**src/rtl/psone_pad_responder.sv**
```systemverilog
// psone_pad_responder: digital-pad side of the PlayStation ATT/CLK/CMD/DAT/ACK link
module psone_pad_responder #(
  parameter logic [7:0] PAD_ID  = 8'h41,
  parameter int         ACK_DLY = 100,
  parameter int         ACK_LEN = 100
) (
  input  logic        iCLK,
  input  logic        iRESET,
  input  logic        iCS,
  input  logic        iSCK,
  input  logic        iMOSI,
  input  logic [15:0] iBUTTONS,
  output logic        oMISO,
  output logic        oACK,
  output logic        oFRAME_DONE,
  output logic        oERR
);
  localparam int TW = $clog2((ACK_DLY > ACK_LEN ? ACK_DLY : ACK_LEN) + 1);
  localparam logic [TW-1:0] DLY_END = TW'(ACK_DLY - 1);
  localparam logic [TW-1:0] LEN_END = TW'(ACK_LEN - 1);
  typedef enum logic [2:0] {IDLE, SHIFT, ACK_WAIT, ACK_LOW, IGNORE} state_t;
  state_t state, state_n;
  logic [1:0] cs_s, sck_s, mosi_s;
  logic cs_d, sck_d;
  logic [2:0] byte_cnt, byte_n, bit_cnt, bit_n;
  logic [7:0] rx, rx_n, tx, tx_n, rx_full, tx_next;
  logic [15:0] snap, snap_n;
  logic [TW-1:0] timer, timer_n;
  logic miso, miso_n, ack, ack_n, done, done_n, err, err_n;
  logic cs_fall, cs_rise, sck_fall, sck_rise, active, bad;
  // synchronizers are left unreset so a CS held low through reset never looks like a fresh falling edge
  always_ff @(posedge iCLK) begin
    cs_s   <= {cs_s[0], iCS};
    sck_s  <= {sck_s[0], iSCK};
    mosi_s <= {mosi_s[0], iMOSI};
    cs_d   <= cs_s[1];
    sck_d  <= sck_s[1];
  end
  assign cs_fall  = cs_d & ~cs_s[1];
  assign cs_rise  = ~cs_d & cs_s[1];
  assign sck_fall = sck_d & ~sck_s[1];
  assign sck_rise = ~sck_d & sck_s[1];
  assign active   = (state == SHIFT) || (state == ACK_WAIT) || (state == ACK_LOW);
  assign rx_full  = {mosi_s[1], rx[7:1]};
  assign bad      = (byte_cnt == 3'd0 && rx_full != 8'h01) || (byte_cnt == 3'd1 && rx_full != 8'h42);
  assign tx_next  = byte_cnt == 3'd0 ? PAD_ID : byte_cnt == 3'd1 ? 8'h5A :
                    byte_cnt == 3'd2 ? snap[7:0] : snap[15:8];
  // state and datapath register
  always_ff @(posedge iCLK) begin
    if (iRESET) begin
      state    <= IDLE;
      byte_cnt <= '0;
      bit_cnt  <= '0;
      rx       <= '0;
      tx       <= '0;
      snap     <= 16'hFFFF;
      timer    <= '0;
      miso     <= 1'b1;
      ack      <= 1'b1;
      done     <= 1'b0;
      err      <= 1'b0;
    end else begin
      state    <= state_n;
      byte_cnt <= byte_n;
      bit_cnt  <= bit_n;
      rx       <= rx_n;
      tx       <= tx_n;
      snap     <= snap_n;
      timer    <= timer_n;
      miso     <= miso_n;
      ack      <= ack_n;
      done     <= done_n;
      err      <= err_n;
    end
  end
  // next state: CS rise has priority, ACK timing runs alongside bit shifting of the following byte
  always_comb begin
    state_n = state;
    byte_n  = byte_cnt;
    bit_n   = bit_cnt;
    rx_n    = rx;
    tx_n    = tx;
    snap_n  = snap;
    timer_n = timer;
    miso_n  = miso;
    ack_n   = ack;
    done_n  = 1'b0;
    err_n   = 1'b0;
    if (cs_rise) begin
      state_n = IDLE;
      byte_n  = '0;
      bit_n   = '0;
      timer_n = '0;
      miso_n  = 1'b1;
      ack_n   = 1'b1;
    end else begin
      case (state)
        IDLE: if (cs_fall) begin
          state_n = SHIFT;
          snap_n  = ~iBUTTONS;
          byte_n  = '0;
          bit_n   = '0;
          tx_n    = 8'hFF;
          miso_n  = 1'b1;
        end
        ACK_WAIT: begin
          timer_n = timer + TW'(1);
          if (timer == DLY_END) begin
            state_n = ACK_LOW;
            timer_n = '0;
            ack_n   = 1'b0;
          end
        end
        ACK_LOW: begin
          timer_n = timer + TW'(1);
          if (timer == LEN_END) begin
            state_n = SHIFT;
            timer_n = '0;
            ack_n   = 1'b1;
          end
        end
        default: ;
      endcase
      if (active && sck_fall) miso_n = tx[bit_cnt];
      if (active && sck_rise) begin
        rx_n  = rx_full;
        bit_n = bit_cnt + 3'd1;
        if (bit_cnt == 3'd7) begin
          byte_n  = byte_cnt + 3'd1;
          timer_n = '0;
          ack_n   = 1'b1;
          if (bad || byte_cnt >= 3'd4) begin
            state_n = IGNORE;
            miso_n  = 1'b1;
            err_n   = bad;
            done_n  = ~bad;
          end else begin
            state_n = ACK_WAIT;
            tx_n    = tx_next;
            miso_n  = tx_next[0];
          end
        end
      end
    end
  end
  assign oMISO       = miso;
  assign oACK        = ack;
  assign oFRAME_DONE = done;
  assign oERR        = err;
endmodule
```
**config.mk**
```make
export PLATFORM = sky130hd
export DESIGN_NAME = psone_pad_responder
export DESIGN_NICKNAME = d
export VERILOG_FILES = /design/src/rtl/psone_pad_responder.sv
export SDC_FILE = /design/constraint.sdc
export NUM_CORES = 1
export LEC_CHECK = 0
export ABC_AREA = 1
export BUFFER_PORTS_ARGS = -buffer_cell sky130_fd_sc_hd__buf_2
export CORE_ASPECT_RATIO = 1.2
export CORE_UTILIZATION = 53
export CTS_CLUSTER_DIAMETER = 120
export CTS_CLUSTER_SIZE = 14
export DETAILED_ROUTE_END_ITERATION = 8
export GPL_TIMING_DRIVEN = 0
export PLACE_DENSITY = 0.8
export RECOVER_POWER = 25
export SLEW_MARGIN = 20
export SYNTH_ARGS = -nofsm -noshare
export SYNTH_HDL_FRONTEND = slang
export SYNTH_SLANG_ARGS = --single-unit
```
**constraint.sdc**
```tcl
create_clock -name iCLK -period 1.5 [get_ports iCLK]
set_input_delay 0.225 -clock iCLK [delete_from_list [all_inputs] [get_ports iCLK]]
set_output_delay 0.225 -clock iCLK [all_outputs]
set_load 0.02 [all_outputs]
```
# After elaboration in Yosys (flattened, before gate mapping)
# Cells that the tools add are included.
[totals] reg_bits=60
[classes] eq_ne=9 n_bitwise=14 add_sub_neg=3 reduce_logical=18 order_cmp=2 mux=39
[op_table] operator="8-bit two-way mux" n=8
[op_table] operator="3-bit two-way mux" n=13
[op_table] operator="7-bit two-way mux" n=4
[op_table] operator="16-bit NOT" n=1
[op_table] operator="1-bit two-way mux" n=11
[op_table] operator="3-bit by 2-bit equality test with 1-bit output, second input constant" n=3
[op_table] operator="1-bit NOT" n=9
[op_table] operator="3-bit one-hot mux with 3 select lines" n=1
[op_table] operator="8-bit by 1-bit inequality test with 1-bit output, second input constant" n=1
[op_table] operator="8-bit by 7-bit inequality test with 1-bit output, second input constant" n=1
[op_table] operator="7-bit by 1-bit adder with 7-bit output, second input constant" n=1
[op_table] operator="7-bit equality test, second input constant" n=1
[op_table] operator="3-bit by 1-bit adder with 3-bit output, second input constant" n=2
[op_table] operator="3-bit by 1-bit equality test with 1-bit output, second input constant" n=2
[op_table] operator="3-bit zero test" n=2
[op_table] operator="5-bit OR reduction" n=1
[op_table] operator="1-bit AND" n=4
[op_table] operator="1-bit logical AND" n=4
[op_table] operator="1-bit logical OR" n=4
[op_table] operator="3-bit by 4-bit < comparator with 1-bit output, second input constant" n=1
[op_table] operator="2-bit AND reduction" n=2
[op_table] operator="2-bit nonzero test" n=2
[op_table] operator="2-bit OR reduction" n=2
[op_table] operator="1-bit binary-select mux with 3-bit select" n=1
[op_table] operator="4 further kinds" n=4

# Depth between registers and ports, before layout
# Gate-level depths: netlist (run 1).
[logic_depth] word_depth=7 mapped_depth=11 depth_no_buf=11

# Worst setup path before layout (run 1)
# No wires, ideal clock.
[synth_timing] kind="reg-to-reg" startpoint="reg bit_cnt[0]" endpoint="reg tx[6]" required_time_ps=1388 path_stages_with_launch=10 n_path_buf=0 setup_slack_ps=5 arrival_time_ps=1383 synth_period_minus_slack_ps=1495 cell_sequence="dfxtp_1 ha_1 ha_1 inv_1 nor2_4 inv_4 nor2_4 nand3_1 nand2_1 nor2_2"
[synth_via] elab_chain_len=3
[synth_rtl] item="start, declared" line_no="25" rtl="logic [2:0] byte_cnt, byte_n, bit_cnt, bit_n;"
[synth_rtl] item="start signal, assigned" line_no="65" rtl="bit_cnt <= bit_n;"
[synth_rtl] item="3-bit equality test" line_no="128" rtl="if (bit_cnt == 3'd7) begin"
[synth_rtl] item="8-bit two-way mux" line_no="128"
[synth_rtl] item="8-bit two-way mux" line_no="125" rtl="if (active && sck_rise) begin"
[synth_rtl] item="end signal, assigned" line_no="67" rtl="tx <= tx_n;"
[synth_rtl] item="end, declared" line_no="26" rtl="logic [7:0] rx, rx_n, tx, tx_n, rx_full, tx_next;"
# Every way passes these cells.
# A chain may end at the register's enable or synchronous reset.

# Worst setup path in the final report (run 1)
[layout_timing] startpoint="reg byte_cnt[1]" endpoint="reg tx[0]"
[layout_via] elab_chain_len=7 word_cells_on_any_way=14 cone_classes="1 x order compare; 2 x eq/ne; 6 x mux; 5 x reduce/logical"
[layout_rtl] item="start, declared" line_no="25"
[layout_rtl] item="start signal, assigned" line_no="64" rtl="byte_cnt <= byte_n;"
[layout_rtl] item="3-bit by 2-bit equality test with 1-bit output (tied with other cells)" line_no="47" rtl="byte_cnt == 3'd2 ? snap[7:0] : snap[15:8];"
[layout_rtl] item="8-bit two-way mux or 1-bit logical AND (tied branches)" line_no="47, 45"
[layout_rtl] item="8-bit two-way mux or 1-bit logical OR (tied branches)" line_no="46, 45"
[layout_rtl] item="8-bit two-way mux or 1-bit logical OR (tied branches)" line_no="46, 132"
[layout_rtl] item="8-bit two-way mux (*)" line_no="132" rtl="if (bad || byte_cnt >= 3'd4) begin"
[layout_rtl] item="8-bit two-way mux (*)" line_no="128"
[layout_rtl] item="8-bit two-way mux (*)" line_no="125"
# Every way passes the cells marked *; elsewhere a longest branch is shown, timed or not.

==> summary.md, run 1 <==
| Metric | Value |
|---|---|
| EDFF count, synth | `0` |
| WL/cell | `13.0 um` |
| Chip Height | `approximately 80 um` |
| Fillers | `roughly 350` |
| Number of CTS-inserted buffers | `9` |
| Kind of critical path | `flip-flop to flip-flop` |
| Layout Area Growth over Synthesis | `27.5%` |
| Total of max-cap violations | `0` |
| Synth Cell Area | `2680 sq um` |
| Synth Register Bits | `59` |
| Post-synth net total | `366` |
| Peak VDD IR | `between 0.5 and 0.6 mV` |
| Worst hold path depth | `2` |
| Tot GR Track Use | `0.235` |
| Tmin final | `1.51 ns` |
| Dpl hpwl | `~3.8 mm` |
| Syn_area_per_cell | `a little under 8 sq um` |
| ANT nets after route | `0` |
| Worst path cell trace | `buf_4, ha_1, nand2_4, inv_4, nand2_1, nand2_1, a21oi_2, nand3_2, nand2_2, nor2_2` |
| DR iter-0 viols | `93` |
| CP Capture Type | `flip-flop` |
| Yosys warnings | `0` |
| N_diodes | `0` |
| Total gr overflow | `0` |
| Die ar. | `~5300 sq um` |
| Main flop type after synthesis | `dfxtp_1` |
| Buffers on Ports | `23` |
| Routed vias/inst | `5.26` |
| Lkg Pwr | `roughly 1.4 nW` |
| R2R Setup Slk | `-0.008 ns` |
| DR vias | `roughly 2400` |
| Final Max Slew Viols | `0` |
| Initial Util | `0.566` |
| Worst-Margin Slew | `0.419 ns` |
| Gpl congestion | `0.925` |
| Vias in the first global route | `2197` |
| Io pins | `25` |
| CP max-delay cell | `dfxtp_4` |
| Buf/Inv on CP | `2` |
| Run status | `complete, but fails checks` |
| CTS tree | `yes` |
| Final Hold Vio Count | `0` |
| Crit path max fanout | `8` |
| Worst R2R Start | `byte_cnt[1]` |
| Setup crit start kind | `flip-flop` |
| Final core utilization | `0.721` |
| DRT Pass-1 Iters | `4` |
| Hold WS | `0.0712 ns` |
| Unrepaired setup endpoints after global routing | `yes` |
| Core box area | `4730 sq um` |
| DP Area | `2860 sq um` |
| Largest net degree at the start of global routing | `11` |
| Ys async rst share | `0` |
| Number of antenna violations at the first check in global routing | `0` |
| Family with the most delay on the worst path | `simple AND/OR/NAND/NOR gates` |
| Total negative slack | `-0.00763 ns` |
| Fin Clk Skew | `approximately 0.0065 ns` |
| R2R depth | `10` |
| Worst EP required | `1.73 ns` |
| Tcrit/Tclk final | `1.01` |
| Worst Path Arrival | `1.74 ns` |
| Synth Instances | `338` |
| Pwr per Cell Area | `958 nW/um^2` |
| Root Buffer | `clkbuf_8` |
| Slew Limit Headroom | `0.721` |
| Share of layout cells above drive strength 1 | `0.306` |
| Max Root-Sink Buffers | `2` |
| Final setup viols | `1` |
| Chip Width | `66.9 um` |
| Nets | `419` |
| CP peak stage delay | `0.35 ns` |
| Cell Rows | `27` |
| Reg2reg end | `tx[0]` |
| First-pass GRT wire length | `9.16 mm` |
| Later-pin clock latency in the skew report | `roughly 0.34 ns` |
| Post-route cell area | `3410 sq um` |
| Hold worst-path end | `snap[11]` |
| # DRC | `0` |
| Sequential area share after synthesis | `0.442` |
| F_max | `663 MHz` |
| CTS clk-pin slew, worst paths | `0.06 ns` |
| H-tree levels | `3` |
| # clock sinks | `59` |
| Hold Crit Class | `input port to flip-flop` |
| Cell variety after synth | `35` |
| Dpl ws | `-0.249 ns` |
| Final worst setup slack | `-0.00763 ns` |
| Hold Startpoint | `iBUTTONS[11]` |
| Routed WL | `5.91 mm` |
| Failing checks | `setup timing` |
| Most used cell, CP | `nand2_1` |
[stage by stage]
step / cells / total power [mW]
floorplan: 338 / 1.85
global placement: 419 / 1.91
detailed placement: 419 / 1.92
CTS: 445 / 3.29
global route: 454 / 3.39
finish: 454 / 3.27
[cell type report]
class / instances / area [sq um] / share of cell area
clock inverter: 1 / 5.00 / 0.00147
tap: 58 / 72.6 / 0.0213
inverter: 40 / 165 / 0.0484
multi-input combinational: 231 / 1430 / 0.419
sequential: 59 / 1200 / 0.353
buffer: 8 / 72.6 / 0.0213
clock buffer: 15 / 186 / 0.0546
timing repair buffer: 42 / 277 / 0.0810
[logic make-up after synthesis]
group	count (synthesis)	synth area share
AOI/OAI and AO/OA	83	0.161
xor gates and xnor gates	2	0.00655
adders and majority gates	7	0.0327
buffers and inverters	48	0.0837
DFF	59	0.442
muxes	1	0.00374
and+or+nand+nor	138	0.271
[power by group]
group          leakage [nW]  total, mW  switching [mW]  internal, mW
clock                0.0997       1.36           0.581         0.779
sequential            0.489       1.66          0.0343          1.62
combinational         0.821      0.251           0.144         0.108
[repair_timing]
action | CTS | global route
hold buffers | 3 | 0
setup endpoints to repair | 30 | 34
resized for setup | 18 | 37
hold endpoints to repair | 3 | 0
setup buffers | 7 | 9
pin swaps | 6 | 18
[synthesized netlist by cell type (2+ instances only)]
library cell | instances | share of area
o21ai_0 | 36 | 0.067
o21ai_1 | 2 | 0.0037
inv_1 | 32 | 0.045
nand2_1 | 52 | 0.073
o211ai_1 | 3 | 0.0084
nand2_4 | 7 | 0.029
a211oi_1 | 2 | 0.0056
nor2_4 | 6 | 0.025
dfxtp_1 | 59 | 0.44
buf_6 | 2 | 0.0084
ha_1 | 7 | 0.033
nor3_1 | 5 | 0.0094
or2_2 | 2 | 0.0047
buf_4 | 2 | 0.0056
nor2_2 | 7 | 0.016
nor2_1 | 29 | 0.041
inv_4 | 2 | 0.0047
inv_2 | 5 | 0.0070
nand2_2 | 4 | 0.0094
a21oi_1 | 39 | 0.073
nand3_1 | 21 | 0.039
[sequential cells by signal, indices dropped and copies added, names as in the netlist, 2 cells and up]
register and cells:
sck_s 2, snap 16, bit_cnt 3, byte_cnt 3
timer 7, state 3, tx 8, rx 7
mosi_s 2, cs_s 2
[routing by layer]
layer	routed length, um	track usage	part of all wire	vias to the layer above
met5	0	0	0	-
met4	155	0.168	0.026	0
met3	221	0.0529	0.037	16
met2	2960	0.386	0.50	58
met1	2570	0.261	0.44	1097
li1	-	-	-	1216
[worst max path at each step]
stage | startpoint | end | slack [ns] | cells after the start
finish | byte_cnt[1] | tx[0] | -0.008 | 10
global route | byte_cnt[0] | tx[7] | -0.09 | 11
CTS | byte_cnt[0] | tx[0] | -0.03 | 10
detailed placement | bit_cnt[0] | tx[0] | -0.25 | 9
global placement | bit_cnt[0] | tx[0] | -0.24 | 9
floorplan | bit_cnt[0] | tx[6] | 0.005 | 9
[cell usage in the layout, fill, tap and decap left out, types with 7 or more instances in the layout]
master | Yosys | final
a21oi_1 | 39 | 38
buf_2 | 1 | 20
buf_4 | 2 | 15
clkbuf_1 | 1 | 7
clkbuf_8 | 0 | 13
dfxtp_1 | 59 | 52
inv_1 | 32 | 29
nand2_1 | 52 | 49
nand2_4 | 7 | 11
nand3_1 | 21 | 16
nor2_1 | 29 | 26
nor2_2 | 7 | 8
nor2_4 | 6 | 8
o21ai_0 | 36 | 36
Note: power is estimated with default switching activity, not from simulation.
==> run 2: changes to the inputs <==
--- a/config.mk
+++ b/config.mk
@@ -14,7 +14,6 @@
 export DETAILED_ROUTE_END_ITERATION = 8
 export GPL_TIMING_DRIVEN = 0
 export PLACE_DENSITY = 0.8
-export RECOVER_POWER = 25
 export SLEW_MARGIN = 20
 export SYNTH_ARGS = -nofsm -noshare
 export SYNTH_HDL_FRONTEND = slang
==> summary.md, run 2 (same netlist as run 1, synthesis figures left out) <==
| Metric | Value |
|---|---|
| Worst R2R Start | `byte_cnt[1] (unchanged)` |
| Hold Crit Class | `input port to flip-flop (unchanged)` |
| Root Buffer | `clkbuf_8 (unchanged)` |
| Buf/Inv on CP | `2 (unchanged)` |
| Fillers | `348 (was 349)` |
| DR vias | `2386 (was 2387)` |
| Run status | `complete, but fails checks (unchanged)` |
| Area of the multi-input gates | `1430 sq um (unchanged)` |
| Pwr per Cell Area | `955 nW/um^2 (was 958 nW/um^2)` |
| Lkg Pwr | `1.42 nW (was 1.41 nW)` |
| Layout Area Growth over Synthesis | `27.7% (was 27.5%)` |
| Met2 usage | `0.386 (unchanged)` |
| Number of CTS-inserted buffers | `9 (unchanged)` |
| ANT nets after route | `0 (unchanged)` |
| Dpl ws | `-0.249 ns (unchanged)` |
| DRT Pass-1 Iters | `4 (unchanged)` |
| R2R Setup Slk | `-0.007 ns (was -0.008 ns)` |
| CTS clk-pin slew, worst paths | `0.06 ns (about the same)` |
| Worst-Margin Slew | `0.424 ns (was 0.419 ns)` |
| Final Max Slew Viols | `0 (unchanged)` |
| Dpl hpwl | `3.79 mm (unchanged)` |
| CTS tree | `yes (unchanged)` |
| Crit path max fanout | `8 (unchanged)` |
| WL/cell | `13.0 um (about the same)` |
| Share of layout cells above drive strength 1 | `0.316 (was 0.306)` |
| # clock sinks | `59 (unchanged)` |
| N_diodes | `0 (unchanged)` |
| Initial Util | `0.566 (unchanged)` |
| Chip Height | `79.8 um (unchanged)` |
| DP Area | `2860 sq um (unchanged)` |
| Peak VDD IR | `0.582 mV (unchanged)` |
| Total gr overflow | `0 (unchanged)` |
| Io pins | `25 (unchanged)` |
| Largest net degree at the start of global routing | `11 (unchanged)` |
| Worst EP required | `1.73 ns (about the same)` |
| Kind of critical path | `flip-flop to flip-flop (unchanged)` |
| Post-route cell area | `3420 sq um (was 3410 sq um)` |
| Hold Startpoint | `iBUTTONS[5] (was iBUTTONS[11])` |
| Met1 usage | `0.261 (unchanged)` |
| Number of antenna violations at the first check in global routing | `0 (unchanged)` |
| Tcrit/Tclk final | `1.00 (was 1.01)` |
| Most frequent cells in the layout | `52 x dfxtp_1, 49 x nand2_1, 38 x a21oi_1 (unchanged)` |
| Worst Path Arrival | `1.74 ns (about the same)` |
| Buffers on Ports | `23 (unchanged)` |
| Nets | `419 (unchanged)` |
| Clk pwr share | `0.416 (about the same)` |
| Family with the most delay on the worst path | `simple AND/OR/NAND/NOR gates (unchanged)` |
| Later-pin clock latency in the skew report | `0.34 ns (about the same)` |
| Biggest registers after layout | `snap (16), tx (8) (unchanged)` |
| Cell Rows | `27 (unchanged)` |
| Unrepaired setup endpoints after global routing | `yes (unchanged)` |
| First-pass GRT wire length | `9.16 mm (unchanged)` |
| Reg2reg end | `tx[0] (unchanged)` |
| Max Root-Sink Buffers | `2 (unchanged)` |
| Routed WL | `5.90 mm (was 5.91 mm)` |
| Most used cell, CP | `nand2_1 (unchanged)` |
| Gpl congestion | `0.925 (unchanged)` |
| F_max | `663 MHz (about the same)` |
| Sequential power share | `0.507 (about the same)` |
| CP max-delay cell | `dfxtp_4 (unchanged)` |
| Sequential Area | `1200 sq um (unchanged)` |
| Net switching power | `0.757 mW (was 0.760 mW)` |
| Most common cell after layout, fill and taps aside | `dfxtp_1 (unchanged)` |
| Total of max-cap violations | `0 (unchanged)` |
| Combinational share of power | `0.077 (about the same)` |
| Hold worst-path end | `snap[5] (was snap[11])` |
| # DRC | `0 (unchanged)` |
| Chip Width | `66.9 um (unchanged)` |
| Met3 Usage GRT | `0.0529 (unchanged)` |
| Tot GR Track Use | `0.235 (unchanged)` |
| R2R depth | `10 (unchanged)` |
| CP Capture Type | `flip-flop (unchanged)` |
| Switching share of power | `0.232 (about the same)` |
| Worst path cell trace | `buf_4, ha_1, nand2_4, inv_4, nand2_1, nand2_1, a21oi_2, nand3_2, nand2_2, nor2_2 (unchanged)` |
| Final Hold Vio Count | `0 (unchanged)` |
| Final worst setup slack | `-0.00737 ns (was -0.00763 ns)` |
| Reg with most FFs | `snap (unchanged)` |
| Power Internal | `2.51 mW (about the same)` |
| H-tree levels | `3 (unchanged)` |
| Worst hold path depth | `2 (unchanged)` |
| Max reg flops | `16 (unchanged)` |
| Core box area | `4730 sq um (unchanged)` |
| Final setup viols | `1 (unchanged)` |
| DR iter-0 viols | `93 (unchanged)` |
| Die ar. | `5340 sq um (unchanged)` |
| Tmin final | `1.51 ns (about the same)` |
| Busiest grt layer | `met2 (unchanged)` |
| Vias in the first global route | `2197 (unchanged)` |
| Slew Limit Headroom | `0.718 (was 0.721)` |
| Failing checks | `setup timing (unchanged)` |
| Setup crit start kind | `flip-flop (unchanged)` |
| CP peak stage delay | `0.35 ns (about the same)` |
| Fin Clk Skew | `0.00631 ns (was 0.00655 ns)` |
| Routed vias/inst | `5.26 (about the same)` |
[run 2: changes by cell type in the layout (fill, tap and decap cells not counted)]
cell | previous run | this run
clkbuf_1 | 7 | 3
buf_2 | 20 | 24
[run 2: power groups by stage]
stage | combinational [mW] | sequential, mW | clock (mW)
6_report | 0.251 | 1.66 | 1.36
5_1_grt | 0.280 | 1.66 | 1.45
4_1_cts | 0.237 | 1.66 | 1.39
3_5_place_dp | 0.226 | 1.70 | 0
3_3_place_gp | 0.219 | 1.70 | 0
2_1_floorplan | 0.165 | 1.69 | 0
[run 2: layer usage]
metal  part of all wire  routed length [um]
met1               0.44                2570
met2               0.50                2960
met3              0.037                 217
met4              0.026                 155
met5                  0                   0
[run 2: timing repair]
item	CTS	global route
hold buffers	3	0
resized for setup	18	37
buffers inserted	7	9
pin swaps	6	18
hold endpoints to repair	3	0
setup endpoints to repair	30	34
[run 2: layout make-up]
| cell class | count | share of cell area |
|---|---|---|
| Buffer | 8 | 0.0212 |
| Clock buffer | 15 | 0.0546 |
| Clock inverter | 1 | 0.00146 |
| Inverter | 40 | 0.0483 |
| Multi-Input combinational cell | 231 | 0.418 |
| Sequential cell | 59 | 0.353 |
| Tap cell | 58 | 0.0212 |
| Timing Repair Buffer | 42 | 0.0824 |
[run 2: worst max-delay path by stage]
stage,cells past startpoint,endpoint,start
after global routing,11,tx[7],byte_cnt[0]
after detailed placement,9,tx[0],bit_cnt[0]
after CTS,10,tx[0],byte_cnt[0]
after global placement,9,tx[0],bit_cnt[0]
after floorplan,9,tx[6],bit_cnt[0]
final,10,tx[0],byte_cnt[1]
[run 2: through the flow]
| step | power (mW) | hold WS, ns | std cells | TNS [ns] | util |
|---|---|---|---|---|---|
| finish | 3.26 | 0.0721 | 454 | -0.00737 | 0.722 |
| global route | 3.39 | 0.0667 | 454 | -0.474 | 0.722 |
| CTS | 3.29 | 0.0576 | 445 | -0.0299 | 0.677 |
| detailed placement | 1.92 | 0.313 | 419 | -2.68 | 0.605 |
| global placement | 1.91 | 0.312 | 419 | -2.28 | 0.605 |
| floorplan | 1.85 | 0.253 | 338 | 0 | - |
[run 2: worst reg2reg max path, delay by kind of cell (launching register included)]
family,cells,cell delay (ns)
fa+ha+maj,1,0.20
simple gates,6,0.46
buf+inv,2,0.19
flops,1,0.35
compound gates,1,0.20
